--- config.mk ---
export PLATFORM = sky130hd
export DESIGN_NAME = asmi_readback
export DESIGN_NICKNAME = d
export VERILOG_FILES = /design/src/rtl/asmi_readback.sv
export SDC_FILE = /design/constraint.sdc
export NUM_CORES = 1
export LEC_CHECK = 0
export ABC_AREA = 1
export BUFFER_PORTS_ARGS = -buffer_cell sky130_fd_sc_hd__buf_2
export CAP_MARGIN = 20
export CORE_ASPECT_RATIO = 2
export CORE_MARGIN = 4
export CORE_UTILIZATION = 30
export DETAILED_ROUTE_END_ITERATION = 12
export PLACE_DENSITY = 0.54
export SLEW_MARGIN = 20
export SYNTH_ARGS = -nofsm -noshare
export SYNTH_HDL_FRONTEND = slang
export SYNTH_SLANG_ARGS = --single-unit
--- constraint.sdc ---
create_clock -name clock -period 1.7 [get_ports clock]
set_clock_uncertainty 0.05 [all_clocks]
set_input_delay 0.255 -clock clock [delete_from_list [all_inputs] [get_ports clock]]
set_output_delay 0.255 -clock clock [all_outputs]
set_load 0.05 [all_outputs]
--- src/rtl/asmi_readback.sv ---
// Streams flash pages from the ALTASMI parallel read port into the Tx FIFO with a running checksum.
// Optional: define ASMI_READ_TIMEOUT_EN to abort a readback when block_ready is never acknowledged.
module asmi_readback #(
  parameter logic [23:0] START_ADDR = 24'h200000,
  parameter int          PAGE_BYTES = 256,
  parameter int          FIFO_ROOM  = 1792
) (
  input  logic        clock,
  input  logic        reset,
  input  logic        read_req,
  input  logic [13:0] num_blocks,
  output logic        read_ACK,
  output logic [23:0] asmi_addr,
  output logic        asmi_read,
  output logic        asmi_rden,
  input  logic [7:0]  asmi_dataout,
  input  logic        asmi_data_valid,
  input  logic        asmi_busy,
  input  logic [10:0] tx_used,
  output logic        tx_wrreq,
  output logic [7:0]  tx_data,
  output logic        block_ready,
  input  logic        block_ready_ACK,
  output logic        read_done,
  output logic [15:0] checksum,
  output logic [2:0]  fsm_state
);

  typedef enum logic [2:0] {
    IDLE, ACCEPT, START, BURST, STOP, NOTIFY, NEXT, DONE
  } state_t;

  localparam logic [8:0]  LAST_BYTE = 9'(PAGE_BYTES - 1);
  localparam logic [23:0] ADDR_STEP = 24'(PAGE_BYTES);
  localparam logic [11:0] ROOM      = 12'(FIFO_ROOM);

`ifdef ASMI_READ_TIMEOUT_EN
  localparam logic [24:0] TIMEOUT_LAST = 25'(25_000_000 - 1);
  logic [24:0] wait_count;
`endif

  state_t      state;
  logic [13:0] nblk;
  logic [13:0] page;
  logic [8:0]  byte_count;
  logic [7:0]  rev_byte;
  logic        room_ok;

  assign fsm_state = state;
  assign room_ok   = ({1'b0, tx_used} < ROOM);

  // Flash delivers LSB-first; the Tx side expects MSB-first.
  always_comb begin
    rev_byte = '0;
    for (int i = 0; i < 8; i++) rev_byte[i] = asmi_dataout[7-i];
  end

  always_ff @(posedge clock) begin
    if (reset) begin
      state       <= IDLE;
      read_ACK    <= 1'b0;
      asmi_addr   <= START_ADDR;
      asmi_read   <= 1'b0;
      asmi_rden   <= 1'b0;
      tx_wrreq    <= 1'b0;
      tx_data     <= '0;
      block_ready <= 1'b0;
      read_done   <= 1'b0;
      checksum    <= '0;
      nblk        <= '0;
      page        <= '0;
      byte_count  <= '0;
`ifdef ASMI_READ_TIMEOUT_EN
      wait_count  <= '0;
`endif
    end else begin
      read_ACK  <= 1'b0;
      asmi_read <= 1'b0;
      tx_wrreq  <= 1'b0;
      case (state)
        IDLE: begin
          if (read_req) begin
            nblk      <= num_blocks;
            asmi_addr <= START_ADDR;
            page      <= '0;
            checksum  <= '0;
            read_done <= 1'b0;
            state     <= ACCEPT;
          end
        end
        ACCEPT: begin
          read_ACK <= 1'b1;
          state    <= (nblk == '0) ? DONE : START;
        end
        START: begin
          if (!asmi_busy && room_ok) begin
            asmi_read  <= 1'b1;
            asmi_rden  <= 1'b1;
            byte_count <= '0;
            state      <= BURST;
          end
        end
        BURST: begin
          // Bytes beyond the page end are dropped by leaving BURST on the last one.
          if (asmi_data_valid) begin
            tx_data    <= rev_byte;
            tx_wrreq   <= 1'b1;
            checksum   <= checksum + {8'h00, rev_byte};
            byte_count <= byte_count + 9'd1;
            if (byte_count == LAST_BYTE) begin
              asmi_rden <= 1'b0;
              state     <= STOP;
            end
          end
        end
        STOP: begin
          if (!asmi_busy) begin
            block_ready <= 1'b1;
`ifdef ASMI_READ_TIMEOUT_EN
            wait_count  <= '0;
`endif
            state       <= NOTIFY;
          end
        end
        NOTIFY: begin
          if (block_ready_ACK) begin
            block_ready <= 1'b0;
            page        <= page + 14'd1;
            asmi_addr   <= asmi_addr + ADDR_STEP;
            state       <= NEXT;
          end
`ifdef ASMI_READ_TIMEOUT_EN
          else if (wait_count == TIMEOUT_LAST) begin
            block_ready <= 1'b0;
            state       <= IDLE;
          end else begin
            wait_count <= wait_count + 25'd1;
          end
`endif
        end
        NEXT: begin
          state <= (page == nblk) ? DONE : START;
        end
        DONE: begin
          read_done <= 1'b1;
          state     <= IDLE;
        end
        default: state <= IDLE;
      endcase
    end
  end

endmodule

==> results.py <==
metrics = {
    "outcome": {
        "status": "finished, violations left",
        "violations": "negative setup slack",
    },
    "clock_tree": {
        "clkTransAtPathRegs_ns": 0.07,
        "cts_max_level": 3,
        "cts_num_sinks": 86,
        "clock_path_buffers": 2,
        "cts_buffers": 9,
        "root_buffer": "clkbuf_16",
        "cts_tree": "built",
        "clkLatencyLatePin_ns": 0.35,
    },
    "critical_path": {
        "critPathCaptureType": "flip-flop",
        "worstSetupStartpointType": "flip-flop",
        "path_class": "reg2reg",
        "critical_path_arrival_ns": 1.95,
        "critPathMaxFanout": 5,
        "required_ns": 1.90,
    },
    "synthesis": {
        "netlist_top_cells_count": "187 x nand2_1, 93 x nor2_1, 87 x inv_1, 86 x dfxtp_1, 67 x a21oi_1",
        "syn_inst": 720,
        "synth.cell_area_um2": 4810,
        "ys_top_cells_by_area": "dfxtp_1 36%, nand2_1 15%, nor2_1 7.3%, a21oi_1 7.0%, inv_1 6.8%",
        "synth-seq-cells": 86,
        "synthDistinctLibCells": 44,
        "yosysSeqAreaShare_pct": 35.8,
        "synth_top_area_share_pct": 35.8,
        "ys_warn_count": 0,
        "yosysMostFrequentCell": "nand2_1",
        "synth-edff-count": 0,
        "avgSynthCellArea_um2": 6.69,
        "synth_ff_type": "dfxtp_1",
        "ys_async_sr_fraction_pct": 0,
        "yosysTopAreaCell": "dfxtp_1",
    },
    "detailed_routing": {
        "wl_per_cell_um": 13.0,
        "viasPerCell": 4.59,
        "drtAntennaViolNets": 0,
        "drt_iter0_drc": 88,
        "drt_wl_total_um": 13600,
        "vias": 4785,
        "drc_errors": 0,
        "first_pass_iters": 5,
    },
    "layout": {
        "drive_gt1_share_pct": 25.3,
        "final_nets": 889,
        "antenna_cells": 0,
        "area_delta_synth_final_pct": 27.6,
    },
    "placement": {
        "portBuffers": 79,
        "place_hpwl_um": 10800,
        "gp_congestion": 0.881,
    },
    "sta": {
        "layout_setup_ws_ns": -0.0499,
        "timing.hold.ws_ns": 0.116,
        "finalHoldViolations": 0,
        "setup_viol": 3,
        "rsz0062_at_grt": "yes",
        "final.min_clock_period_ns": 1.75,
        "finalMaxSlewViolations": 0,
        "fmax_ghz": 0.571,
        "final.period_utilization_pct": 103,
    },
    "floorplanning": {
        "start_util_pct": 30.5,
        "coreArea_um2": 15800,
        "io_pins": 96,
        "die_w_um": 97.6,
        "die_h_um": 187,
        "dieArea_um2": 18300,
        "fp-row-count": 65,
    },
    "global_routing": {
        "grt_pass1_wl_um": 22000,
        "antenna_found_initial": 0,
        "grt_max_degree": 29,
        "grt_pass1_vias": 4576,
        "grt_use_total_pct": 15.0,
        "overflow": 0,
    },
    "min_path": {
        "hold_path.class": "in2reg",
    },
    "power": {
        "ir_drop_v": 0.000493,
        "p_leak_nw": 2.90,
        "fin_total_pwr_mw": 7.20,
        "p_per_area_nw_per_um2": 1170,
    },
    "job": {
        "drv_cap": 0,
    },
}
==> metrics by stage <==
stage / std cells / TNS [ns] / setup WS [ns] / area [µm²] / util (%)
after floorplan: 727 / -0.175 / -0.0777 / 4920 / -
after global placement: 1023 / -0.436 / -0.156 / 5720 / 36.2
after detailed placement: 1023 / -0.584 / -0.175 / 5720 / 36.2
after CTS: 1040 / -0.234 / -0.0897 / 6070 / 38.5
after global routing: 1043 / -0.942 / -0.252 / 6140 / 38.9
final: 1043 / -0.132 / -0.0499 / 6140 / 38.9
==> area by class of cell <==
class,count,area [µm²]
multi-input combinational,519,2680
inverter,95,359
fill,1765,9640
tap,201,251
timing repair buffer,126,761
clock buffer,10,229
clock inverter,6,111
sequential,86,1750
==> layer usage <==
| layer | track usage, % | share of wire (%) | vias up |
|---|---|---|---|
| met4 | 7.36 | 3.5 | 0 |
| met5 | 0 | 0 | - |
| met1 | 14.4 | 36 | 2159 |
| li1 | - | - | 2503 |
| met2 | 30.0 | 57 | 94 |
| met3 | 2.35 | 3.2 | 29 |
==> worst max-delay path: stages, from the launching register on <==
cell and delay [ns]:
dfxtp_2 0.35, ha_4 0.15, nand2_4 0.06, nor3_4 0.12, nand2_1 0.07, nor2_1 0.10, ha_2 0.18, inv_1 0.04
nand2_1 0.05, nand2_1 0.06, nor2_2 0.11, nand2_2 0.09, nor2_1 0.10, nand2_1 0.06, nand2_1 0.05, nor2_1 0.04
==> layout by cell type (no fill, tap or decap), drive strengths merged, types with 6 or more instances in the layout <==
cell,instances
nor3,13
a21oi,67
nor2,101
o21ai,34
nand4,9
conb,8
nand2,194
ha,12
clkbuf,10
nand3,53
dfxtp,86
xor2,6
inv,95
buf,126
nand3b,6
==> sequential cells by signal (all words and copies together), names as in the netlist <==
signal / flops
block_ready: 1
asmi_rden: 1
read_done: 1
asmi_addr: 16
asmi_read: 1
tx_wrreq: 1
fsm_state: 3
page: 14
checksum: 16
byte_count: 9
tx_data: 8
read_ACK: 1
nblk: 14
==> worst paths after layout <==
path	endpoint	slack [ns]	start	cells after the start
setup reg to reg	fsm_state[2]	-0.05	byte_count[0]	15
setup / recovery	fsm_state[2]	-0.05	byte_count[0]	15
hold / removal	tx_data[4]	0.12	asmi_dataout[3]	3
hold reg to reg	tx_data[5]	0.41	tx_data[5]	2
==> repair_timing <==
item / in CTS / in global routing
setup endpoints to repair: 6 / 16
resized for setup: 2 / 16
cloned: 0 / 0
pin swaps: 10 / 7
setup buffers: 1 / 3
hold buffers: 0 / 0
==> logic make-up after synthesis <==
kind of cell / after synthesis / share of synthesized area [%]
other: 1 / 0.0779
buffers and inverters: 122 / 11.3
flip-flops: 86 / 35.8
AND/OR/NAND/NOR: 380 / 35.8
adder cells (fa/ha/maj): 13 / 3.53
AO/OA/AOI/OAI: 109 / 11.9
XOR/XNOR: 9 / 1.64
==> power by group <==
group | internal [mW] | leakage, nW | switching [mW]
registers | 2.24 | 0.705 | 0.227
logic | 0.779 | 2.03 | 1.66
clock network | 1.44 | 0.163 | 0.862
Note: power is estimated with default switching activity, not from simulation.
